## src/rtl/constants.svh

```systemverilog
// Shared build constants for the oscillator bank and its sequencer.
//   FIXED_POINT        : fractional bits appended to the voice amplitude width
//   N_OSCILLATORS      : number of voices in the bank
//   ENVELOPE_RESET_BIT : bit of the one-shot command byte that restarts an envelope
`ifndef WAVEGEN_CONSTANTS_SVH
`define WAVEGEN_CONSTANTS_SVH
`define FIXED_POINT 8
`define N_OSCILLATORS 4
`define ENVELOPE_RESET_BIT 7
`endif

```

## src/rtl/protocol_pkg.sv

```systemverilog
// Host-command field selectors for per-voice parameter writes.
package protocol_pkg;
    localparam int unsigned FIELD_W = 3;
    localparam int unsigned CMD_W   = 8;

    typedef enum logic [FIELD_W-1:0] {
        FREQ    = 3'd0,
        AMP     = 3'd1,
        SHAPE   = 3'd2,
        ENABLE  = 3'd3,
        CMD     = 3'd4,
        CLR_OVR = 3'd5
    } voice_field_t;
endpackage

```

## src/rtl/shape_pkg.sv

```systemverilog
// Oscillator waveform shapes, shared by the sequencer and the oscillator bank.
package shape_pkg;
    localparam int unsigned SHAPE_W = 2;

    typedef enum logic [SHAPE_W-1:0] {
        SAWTOOTH = 2'd0,
        SQUARE   = 2'd1,
        TRIANGLE = 2'd2,
        SINE     = 2'd3
    } wave_shape;
endpackage

```

## src/rtl/wavegen_sequencer_voice_regfile.sv

```systemverilog
// Per-voice parameter storage with host write decode, pending one-shot
// command set/clear and a read mux addressed by the sweep index.
// Ports:
//   clk, rstn            clock, async active-low reset
//   wr_en/voice/field/data host write port
//   slot_en              high while a voice slot is being swept; clears that
//                        voice's pending commands at the slot-ending edge
//   rd_index             addressed voice (N_WAVEGENS = idle, reads as zero)
//   rd_*_c               combinational parameters of rd_index
//   ovr_clear_c          host requested overrun clear
`include "constants.svh"

module wavegen_sequencer_voice_regfile
    import shape_pkg::*;
    import protocol_pkg::*;
#(
    parameter int unsigned WIDTH      = 24,
    parameter int unsigned N_WAVEGENS = `N_OSCILLATORS,
    localparam int unsigned VW        = $clog2(N_WAVEGENS),
    localparam int unsigned IW        = $clog2(N_WAVEGENS + 1)
) (
    input  logic             clk,
    input  logic             rstn,
    input  logic             wr_en,
    input  logic [VW-1:0]    wr_voice,
    input  logic [2:0]       wr_field,
    input  logic [31:0]      wr_data,
    input  logic             slot_en,
    input  logic [IW-1:0]    rd_index,
    output logic             rd_enable_c,
    output logic [7:0]       rd_cmds_c,
    output logic [31:0]      rd_freq_c,
    output logic [WIDTH-1:0] rd_amp_c,
    output wave_shape        rd_shape_c,
    output logic             ovr_clear_c
);

    logic [31:0]      freq_q   [N_WAVEGENS];
    logic [WIDTH-1:0] amp_q    [N_WAVEGENS];
    wave_shape        shape_q  [N_WAVEGENS];
    logic             enable_q [N_WAVEGENS];
    logic [7:0]       cmds_q   [N_WAVEGENS];

    voice_field_t          field;
    logic [N_WAVEGENS-1:0] wr_hit;
    logic [N_WAVEGENS-1:0] slot_end;

    assign field       = voice_field_t'(wr_field);
    assign ovr_clear_c = wr_en && (field == CLR_OVR);

    // Per-voice write select and end-of-slot strobe
    always_comb begin
        wr_hit   = '0;
        slot_end = '0;
        for (int v = 0; v < int'(N_WAVEGENS); v++) begin
            wr_hit[v]   = wr_en && (wr_voice == VW'(v));
            slot_end[v] = slot_en && (rd_index == IW'(v));
        end
    end

    // Storage; a CMD write on a voice's own slot-ending edge replaces the
    // clear so the new bits survive into the next frame
    always_ff @(posedge clk or negedge rstn) begin
        if (!rstn) begin
            for (int v = 0; v < int'(N_WAVEGENS); v++) begin
                freq_q[v]   <= '0;
                amp_q[v]    <= '0;
                shape_q[v]  <= SAWTOOTH;
                enable_q[v] <= 1'b0;
                cmds_q[v]   <= '0;
            end
        end else begin
            for (int v = 0; v < int'(N_WAVEGENS); v++) begin
                if (slot_end[v]) begin
                    cmds_q[v] <= '0;
                end
                if (wr_hit[v]) begin
                    case (field)
                        FREQ:    freq_q[v]   <= wr_data;
                        AMP:     amp_q[v]    <= wr_data[WIDTH-1:0];
                        SHAPE:   shape_q[v]  <= wave_shape'(wr_data[SHAPE_W-1:0]);
                        ENABLE:  enable_q[v] <= wr_data[0];
                        CMD:     cmds_q[v]   <= (slot_end[v] ? 8'h00 : cmds_q[v]) | wr_data[7:0];
                        default: ;
                    endcase
                end
            end
        end
    end

    // Read mux; the idle slot presents all-zero parameters
    always_comb begin
        rd_enable_c = 1'b0;
        rd_cmds_c   = '0;
        rd_freq_c   = '0;
        rd_amp_c    = '0;
        rd_shape_c  = SAWTOOTH;
        if (rd_index < IW'(N_WAVEGENS)) begin
            rd_enable_c = enable_q[rd_index[VW-1:0]];
            rd_cmds_c   = cmds_q[rd_index[VW-1:0]];
            rd_freq_c   = freq_q[rd_index[VW-1:0]];
            rd_amp_c    = amp_q[rd_index[VW-1:0]];
            rd_shape_c  = shape_q[rd_index[VW-1:0]];
        end
    end

endmodule

```

## src/rtl/wavegen_sequencer.sv

```systemverilog
// Frame sequencer for the time-multiplexed oscillator bank: on each sample
// tick it sweeps osc_index over all voices, presents each voice's
// parameters, accumulates the returned samples and publishes one mixed
// sample per frame.
// Ports:
//   clk, rstn               clock, async active-low reset
//   sample_tick             frame start pulse
//   wr_*                    host parameter writes
//   osc_index, osc_*        addressed voice and its parameters (to oscillator)
//   osc_out, osc_enabled    oscillator sample / envelope-active for osc_index
//   mix_out, mix_valid      mixed frame sample and its one-cycle strobe
//   active_mask             per-voice envelope-active flags from the last sweep
//   overrun                 sticky: tick arrived while a frame was in flight
// Build option: MIX_SATURATE_EN -- mix_out is the accumulator clipped to the
// output range instead of the accumulator averaged over the voice count.
`include "constants.svh"

module wavegen_sequencer
    import shape_pkg::*;
    import protocol_pkg::*;
#(
    parameter int unsigned WIDTH      = 24,
    parameter int unsigned N_WAVEGENS = `N_OSCILLATORS,
    localparam int unsigned VW        = $clog2(N_WAVEGENS),
    localparam int unsigned IW        = $clog2(N_WAVEGENS + 1),
    localparam int unsigned LOG_N     = $clog2(N_WAVEGENS),
    localparam int unsigned OW        = WIDTH + `FIXED_POINT,
    localparam int unsigned AW        = OW + LOG_N
) (
    input  logic                  clk,
    input  logic                  rstn,
    input  logic                  sample_tick,
    input  logic                  wr_en,
    input  logic [VW-1:0]         wr_voice,
    input  logic [2:0]            wr_field,
    input  logic [31:0]           wr_data,
    output logic [IW-1:0]         osc_index,
    output logic                  osc_enable,
    output logic [7:0]            osc_cmds,
    output logic [31:0]           osc_freq,
    output logic [WIDTH-1:0]      osc_amplitude,
    output wave_shape             osc_shape,
    input  logic signed [OW-1:0]  osc_out,
    input  logic                  osc_enabled,
    output logic signed [OW-1:0]  mix_out,
    output logic                  mix_valid,
    output logic [N_WAVEGENS-1:0] active_mask,
    output logic                  overrun
);

    typedef enum logic [1:0] {
        IDLE    = 2'd0,
        SWEEP   = 2'd1,
        PUBLISH = 2'd2
    } state_t;

    state_t               state;
    logic signed [AW-1:0] acc;
    logic signed [AW-1:0] voice_term;
    logic signed [OW-1:0] mix_next;
    logic                 ovr_clear_c;

    wavegen_sequencer_voice_regfile #(
        .WIDTH      (WIDTH),
        .N_WAVEGENS (N_WAVEGENS)
    ) u_regfile (
        .clk         (clk),
        .rstn        (rstn),
        .wr_en       (wr_en),
        .wr_voice    (wr_voice),
        .wr_field    (wr_field),
        .wr_data     (wr_data),
        .slot_en     (state == SWEEP),
        .rd_index    (osc_index),
        .rd_enable_c (osc_enable),
        .rd_cmds_c   (osc_cmds),
        .rd_freq_c   (osc_freq),
        .rd_amp_c    (osc_amplitude),
        .rd_shape_c  (osc_shape),
        .ovr_clear_c (ovr_clear_c)
    );

    // Sign-extended contribution of the addressed voice; disabled voices add zero
    assign voice_term = osc_enable ? {{LOG_N{osc_out[OW-1]}}, osc_out} : '0;

`ifdef MIX_SATURATE_EN
    localparam logic signed [AW-1:0] SAT_MAX = AW'({1'b0, {(OW-1){1'b1}}});
    localparam logic signed [AW-1:0] SAT_MIN = {{(LOG_N+1){1'b1}}, {(OW-1){1'b0}}};

    // Clip the full-precision sum into the output range
    always_comb begin
        mix_next = OW'(acc);
        if (acc > SAT_MAX) begin
            mix_next = {1'b0, {(OW-1){1'b1}}};
        end else if (acc < SAT_MIN) begin
            mix_next = {1'b1, {(OW-1){1'b0}}};
        end
    end
`else
    // Average over the voice count; the result always fits the output width
    assign mix_next = OW'(acc >>> LOG_N);
`endif

    // Frame FSM, accumulator and status registers
    always_ff @(posedge clk or negedge rstn) begin
        if (!rstn) begin
            state       <= IDLE;
            osc_index   <= IW'(N_WAVEGENS);
            acc         <= '0;
            mix_out     <= '0;
            mix_valid   <= 1'b0;
            active_mask <= '0;
            overrun     <= 1'b0;
        end else begin
            mix_valid <= 1'b0;
            if (ovr_clear_c) begin
                overrun <= 1'b0;
            end
            case (state)
                IDLE: begin
                    if (sample_tick) begin
                        state     <= SWEEP;
                        osc_index <= '0;
                        acc       <= '0;
                    end
                end
                SWEEP: begin
                    if (sample_tick) begin
                        overrun <= 1'b1;
                    end
                    acc                           <= acc + voice_term;
                    active_mask[osc_index[VW-1:0]] <= osc_enabled;
                    if (osc_index == IW'(N_WAVEGENS - 1)) begin
                        state     <= PUBLISH;
                        osc_index <= IW'(N_WAVEGENS);
                    end else begin
                        osc_index <= osc_index + IW'(1);
                    end
                end
                PUBLISH: begin
                    if (sample_tick) begin
                        overrun <= 1'b1;
                    end
                    mix_out   <= mix_next;
                    mix_valid <= 1'b1;
                    state     <= IDLE;
                end
                default: begin
                    state     <= IDLE;
                    osc_index <= IW'(N_WAVEGENS);
                end
            endcase
        end
    end

endmodule

```

## config.mk

```make
export PLATFORM = sky130hd
export DESIGN_NAME = wavegen_sequencer
export DESIGN_NICKNAME = d
export VERILOG_FILES = /design/src/rtl/protocol_pkg.sv /design/src/rtl/shape_pkg.sv /design/src/rtl/wavegen_sequencer_voice_regfile.sv /design/src/rtl/wavegen_sequencer.sv
export VERILOG_INCLUDE_DIRS = /design/src /design/src/rtl
export SDC_FILE = /design/constraint.sdc
export NUM_CORES = 1
export LEC_CHECK = 0
export BUFFER_PORTS_ARGS = -buffer_cell sky130_fd_sc_hd__buf_2
export CORE_MARGIN = 8
export CORE_UTILIZATION = 58
export CTS_CLUSTER_SIZE = 20
export DETAILED_ROUTE_END_ITERATION = 16
export GPL_TIMING_DRIVEN = 0
export PLACE_DENSITY = 0.87
export SLEW_MARGIN = 20
export SYNTH_ARGS = -nofsm -noshare
export SYNTH_HDL_FRONTEND = slang
export SYNTH_HIERARCHICAL = 1
export SYNTH_SLANG_ARGS = --single-unit
```

## constraint.sdc

```tcl
create_clock -name clk -period 7 [get_ports clk]
set_input_delay 1.4 -clock clk [delete_from_list [all_inputs] [get_ports clk]]
set_output_delay 1.4 -clock clk [all_outputs]
set_load 0.03 [all_outputs]
```

---- After elaboration in Yosys (flattened, before gate mapping) ----
Cells that the tools add are included.
word-level totals
  register bits ........................... 345
  bits of input ports ..................... 74
  output and inout port bits .............. 108
cells by class
  add/sub/neg operators ................... 2
  magnitude comparators ................... 4
  equality and inequality tests ........... 15
  multiplexer cells ....................... 48
  bitwise logic cells ..................... 6
  reductions and logical operators ........ 35
operators by type and width
  kind                                                  number
  two-way mux 8 bit                                     15
  two-way mux 32 bit                                    3
  two-way mux 24 bit                                    3
  two-way mux 34 bit                                    2
  case mux 34 bit (2 select lines)                      1
  binary-select mux 32 bit (select 2 bit)               1
  binary-select mux 24 bit (select 2 bit)               1
  AND reduction 2 bit                                   19
  adder 34 bit                                          1
  OR 8 bit                                              4
  binary-select mux 8 bit (select 2 bit)                1
  equality test 3 x 2 -> 1 bit (second input constant)  4
  logical AND 1 bit                                     10
  two-way mux 2 bit                                     5
  case mux 3 bit (3 select lines)                       1
  two-way mux 1 bit                                     8
  equality test 2 bit (second input constant)           3
  equality test 3 x 1 -> 1 bit (second input constant)  2
  equality test 3 bit (second input constant)           2
  zero test 3 bit                                       2
  two-way mux 3 bit                                     2
  binary-select mux 2 bit (select 2 bit)                1
  bitwise mux 4 bit                                     1
  equality test 2 x 1 -> 1 bit (second input constant)  2
  other kinds (14)                                      16

---- Longest topological paths before layout ----
  word-level depth ........................ 8
  mapped depth ............................ 17

---- Modules after synthesis ----
The synthesis kept the hierarchy.
modules (own cells, without submodules)
  module                           instances  cells an instance  area an instance (µm²)
  wavegen_sequencer_voice_regfile  1          764                12082.8
  wavegen_sequencer                1          523                4984.8

---- Least setup slack after synthesis ----
OpenSTA, ideal clock, no wires.
  kind .................................... register to register
  start ................................... register osc_index[0]
  end ..................................... register acc[26]
  setup time .............................. 69 ps
  arrival ................................. 4548 ps
  required time ........................... 6931 ps
  setup slack ............................. 2383 ps
  cell stages (with the launch flop) ...... 18
  path buffers ............................ 3
  clock period less this slack ............ 4617 ps
  cell sequence ........................... dfrtp_1 buf_2 buf_2 mux4_2 nor2b_1 clkbuf_1 and2_1 ha_1 inv_1 fa_1 and2b_1 o31ai_2 a2111o_1 a21oi_2 a221oi_2 o21a_1 or4_1 nand3_1
between the ends
  word-level cells in the longest chain between the ends .. 8
  elaborated cells between the ends (all ways) .. 9
  classes of those cells .................. 1 x add/sub; 1 x order compare; 6 x mux; 1 x bitwise
ends and longest elaborated chain
  element                                                RTL line                               text
  start, declared                                        wavegen_sequencer.sv:37                output logic [IW-1:0] osc_index,
  start signal, assigned                                 wavegen_sequencer.sv:108               osc_index <= IW'(N_WAVEGENS);
  start signal, assigned                                 wavegen_sequencer.sv:135               osc_index <= IW'(N_WAVEGENS);
  start signal, assigned                                 wavegen_sequencer.sv:137               osc_index <= osc_index + IW'(1);
  inverter 2 -> 3 bit (not written as such)              wavegen_sequencer_voice_regfile.sv:99  rd_enable_c = enable_q[rd_index[VW-1:0]];
  binary-select mux 1 bit (select 2 bit)                 wavegen_sequencer_voice_regfile.sv:99
  two-way mux 1 bit (not written as such) (2 in series)  wavegen_sequencer_voice_regfile.sv:99
  two-way mux 1 bit *                                    wavegen_sequencer_voice_regfile.sv:98  if (rd_index < IW'(N_WAVEGENS)) begin
  via osc_enable                                         wavegen_sequencer.sv:38                output logic osc_enable,
  two-way mux 34 bit *                                   wavegen_sequencer.sv:84                assign voice_term = osc_enable ? {{LOG_N{osc_out[OW-1]}}, osc_out} : '0;
  adder 34 bit *                                         wavegen_sequencer.sv:131               acc <= acc + voice_term;
  case mux 34 bit (2 select lines) *                     wavegen_sequencer.sv:119               case (state)
  end signal, assigned                                   wavegen_sequencer.sv:131
  end, declared                                          wavegen_sequencer.sv:58                logic signed [AW-1:0] acc;
Mark *: on every way through the listed nets, which the timed path passes. The rest lies on a longest branch. The select of a mux whose other input is x is not followed.
A chain may end at the register's enable or synchronous reset.

---- Worst setup path in the final report ----
  start ................................... register osc_index[0]
  end ..................................... register acc[28]
between the ends
  word-level cells in the longest chain between the ends .. 8
  elaborated cells between the ends (all ways) .. 9
  classes of those cells .................. 1 x add/sub; 1 x order compare; 6 x mux; 1 x bitwise
ends and longest elaborated chain
  element                                                RTL line
  inverter 2 -> 3 bit (not written as such)              wavegen_sequencer_voice_regfile.sv:99
  binary-select mux 1 bit (select 2 bit)                 wavegen_sequencer_voice_regfile.sv:99
  two-way mux 1 bit (not written as such) (2 in series)  wavegen_sequencer_voice_regfile.sv:99
  two-way mux 1 bit *                                    wavegen_sequencer_voice_regfile.sv:98
  two-way mux 34 bit *                                   wavegen_sequencer.sv:84
  adder 34 bit *                                         wavegen_sequencer.sv:131
  case mux 34 bit (2 select lines) *                     wavegen_sequencer.sv:119
Mark *: on every way between the ends. The rest lies on a longest branch, timed or not. The select of a mux whose other input is x is not followed.

==> metrics.csv <==
stage,metric,value,unit
routing,Vias,11752,
cells_and_area,# diodes,0,
routing,drt initial violations,859,
floorplanning,DIE HEIGHT,188,µm
flow_run,Max-Cap Viols,0,
worst_setup_path,nature of the critical path startpoint,flip-flop,
synth,Yosys top cell area share,50.4,%
clock_network,htree depth,2,
min_path,worst hold start,u_regfile/freq_q[58]$_DFFE_PN0P_,
cells_and_area,Synth-to-Final Area Change,16.2,%
min_path,Worst Hold Class,reg2reg,
routing,drc violations,0,
clock_network,Post-CTS Setup Bufs,0,
clock_network,CTS Sinks,345,
grt,GR Util met3,4.85,%
floorplanning,Core ar.,29300,µm²
placement,Placed Area,18500,µm²
synth,synth top area cells,"dfrtp_1 50%, mux2_2 18%, mux4_2 8.8%, ha_1 3.0%, nor2b_1 2.7%",
floorplanning,DIE WIDTH,188,µm
placement,DP HPWL,29800,µm
timing,final hold viol count,0,
floorplanning,die area,35200,µm²
grt,remaining global-route overflow,0,
synth,number of synthesized flops with an enable pin,0,
cells_and_area,post-route cell area,19800,µm²
worst_setup_path,Arrival @ worst endpoint,5.73,ns
cells_and_area,Non-Filler Instances,1927,
timing,setup TNS,0,ns
clock_network,post-cts resize count,0,
worst_setup_path,Worst R2R Start,osc_index[0]$_DFFE_PN0P_,
routing,DRT Pass-1 Iters,4,
cells_and_area,layout cells sized above 1,40.9,%
clock_network,Max Root-Sink Buffers,3,
timing,Finish-stage setup viols,0,
clock_network,CTS Buf Count,38,
routing,Vias per Instance,6.10,
worst_setup_path,Worst R2R Path Depth,17,
synth,largest area contributor in the netlist,dfrtp_1,
timing,fmax,190,MHz
timing,Period minus WS final,5.25,ns
power_and_ir_drop,leakage power,0.00944,µW
synth,Yosys cell types,62,
worst_setup_path,critical path class,reg2reg,
grt,total global-route track usage,24.4,%
synth,Synth Net Count,1403,
routing,drt wl/cell,22.3,µm
routing,Routed Antenna Nets,0,
floorplanning,I/O Pins,182,
grt,vias in the first global route,12525,
routing,final WL,43000,µm
worst_setup_path,CP required,7.47,ns
placement,DP Cell Count,1860,
synth,asr flop ratio synth,100,%
synth,Syn. warnings,6,
grt,largest net degree at the start of global routing,101,
worst_setup_path,Crit Reg-Reg Endpoint,acc[28]$_DFFE_PN0P_,
power_and_ir_drop,Max IR drop VDD,0.000282,V
worst_setup_path,Crit Path Max Fanout,10,
synth,top-count cell post-synth,dfrtp_1,
cells_and_area,Finished Core Util,67.6,%
cells_and_area,Final Net Count,1626,
min_path,worst hold path endpoint,u_regfile/freq_q[58]$_DFFE_PN0P_,
clock_network,clock transition at the registers of the reported paths,0.06,ns
worst_setup_path,crit end category,flip-flop,
placement,Port Buffer Count,180,
timing,RSZ-0062 raised after global routing,false,
synth,ys flop type,dfrtp_1,
clock_network,Root Buffer,clkbuf_16,
status,outcome,finished clean,
timing,final slew viol count,0,
grt,gr busiest metal,met2,
grt,global-route met2 utilization,40.1,%
synth,Syn Std Cell Area,17100,µm²
timing,slew at the pin closest to its max-slew limit,0.942,ns
cells_and_area,Fill cells,2029,
worst_setup_path,flop2flop setup slack,1.75,ns
timing,post-route clock period utilization,75.0,%
grt,first-pass GRT wire length,69100,µm
grt,initial antenna violation count,3,
clock_network,Worst-Skew Late Latency,0.54,ns
power_and_ir_drop,PD cells,413,nW/µm²
synth,#FFs+latches synth,345,
clock_network,CTS Hold Bufs,0,
min_path,WHS Path Cells,1,
synth,Syn Inst Count,1287,
floorplanning,# rows,63,
grt,GR Layer Usage met1,31.8,%
timing,Slew HR,37.2,%
floorplanning,Initial Util,58.2,%
synth,synth cell count leaders,"344 x dfrtp_1, 272 x mux2_2, 73 x nor2b_1, 67 x mux4_2, 62 x nand2_1",
clock_network,CTS tree,yes,
timing,Layout Skew,0.0325,ns
synth,Avg Synthesized Cell Area,13.3,µm²
placement,final weighted congestion in routability-driven placement,0.957,
synth,sequential fraction of the synthesis area,50.6,%
-- through the flow --
| stage | hold slack, ns | setup WS, ns | total power (µW) |
|---|---|---|---|
| after floorplan | 0.468 | 2.38 | 5180 |
| after global placement | 0.481 | -1.83 | 6050 |
| after detailed placement | 0.487 | 1.88 | 6180 |
| after CTS | 0.501 | 1.83 | 8220 |
| after global routing | 0.508 | 1.55 | 8620 |
| final | 0.497 | 1.75 | 8190 |
-- worst max-delay path by stage --
stage | endpoint | startpoint
after floorplan | acc[26]$_DFFE_PN0P_ | osc_index[0]$_DFFE_PN0P_
after global placement | u_regfile/amp_q[37]$_DFFE_PN0P_ | rstn
after detailed placement | acc[28]$_DFFE_PN0P_ | osc_index[0]$_DFFE_PN0P_
after CTS | acc[28]$_DFFE_PN0P_ | osc_index[0]$_DFFE_PN0P_
after global routing | acc[28]$_DFFE_PN0P_ | osc_index[0]$_DFFE_PN0P_
final | acc[28]$_DFFE_PN0P_ | osc_index[0]$_DFFE_PN0P_
-- cell usage in the layout (no fill, tap or decap), types with 4 or more instances in the layout --
cell	synthesis	routed
ha_1	41	41
o21ai_0	43	43
mux4_2	67	67
o21a_1	5	5
nor3_1	5	4
dfrtp_1	344	344
clkbuf_1	44	53
a211oi_1	8	8
nor2b_1	73	73
nand3_1	8	8
nand2b_1	7	7
nor2_1	27	27
clkbuf_16	0	38
nand2_1	62	62
a21o_1	17	17
a31oi_1	4	4
a22o_1	37	37
nand4_1	12	12
buf_2	32	211
inv_1	17	17
clkbuf_8	0	11
clkinv_2	0	4
xor2_1	13	13
mux2_2	272	272
xnor2_1	12	12
and2_1	34	34
mux2i_1	4	4
and3_1	6	6
a21oi_1	35	35
o31ai_1	7	7
-- sequential cells by signal, summed over array words and instances, names as in the netlist --
signal	count
acc	34
active_mask	4
mix_out	32
mix_valid	1
osc_index	3
overrun	1
state	2
u_regfile/amp_q	96
u_regfile/cmds_q	32
u_regfile/enable_q	4
u_regfile/freq_q	128
u_regfile/shape_q	8
-- cell type report --
type,instances,area (µm²),share of cell area (%)
Clock buffer,58,1140,5.73
Multi-Input combinational cell,845,8030,40.5
Buffer,80,348,1.75
Sequential cell,345,8630,43.5
Timing Repair Buffer,183,993,5.01
Clock inverter,9,139,0.700
Tap cell,390,488,2.46
Inverter,17,63.8,0.322
-- per-layer routing --
metal  wire [µm]  vias to the layer above
met5          37                        -
met4        1450                        6
met3        2600                      100
met2       21200                      425
met1       17700                     6066
li1            -                     5155
-- critical path, cell delays in order, from the launching register on --
cell and delay (ns):
dfrtp_1 0.41, buf_2 0.24, buf_2 0.37, mux4_2 0.29, nor2b_1 0.63, clkbuf_1 0.41
and2_1 0.19, ha_1 0.20, inv_1 0.07, fa_1 0.39, and2b_1 0.24, o31ai_2 0.09
a2111o_1 0.51, a21oi_2 0.26, a221oi_2 0.11, o21a_1 0.25, or4_1 0.42, nand3_1 0.09
-- cell families (layout without fill, tap and decap cells) --
kind of cell	Yosys count	in the layout	synth area share, %
AND/OR/NAND/NOR	254	254	8.31
XOR/XNOR	25	25	1.28
multiplexers	343	343	27.0
AO/OA/AOI/OAI	181	181	7.26
buffers and inverters	97	347	2.41
adder cells (fa/ha/maj)	42	42	3.12
flip-flops	345	345	50.6
-- report_power, final --
part           internal, µW  switching (µW)  total (µW)  leakage (µW)
clock network          1170             818        1990      0.000625
logic                  1350            2000        3350       0.00435
registers              2520             325        2850       0.00447
Power figures use the tool's default switching activity.
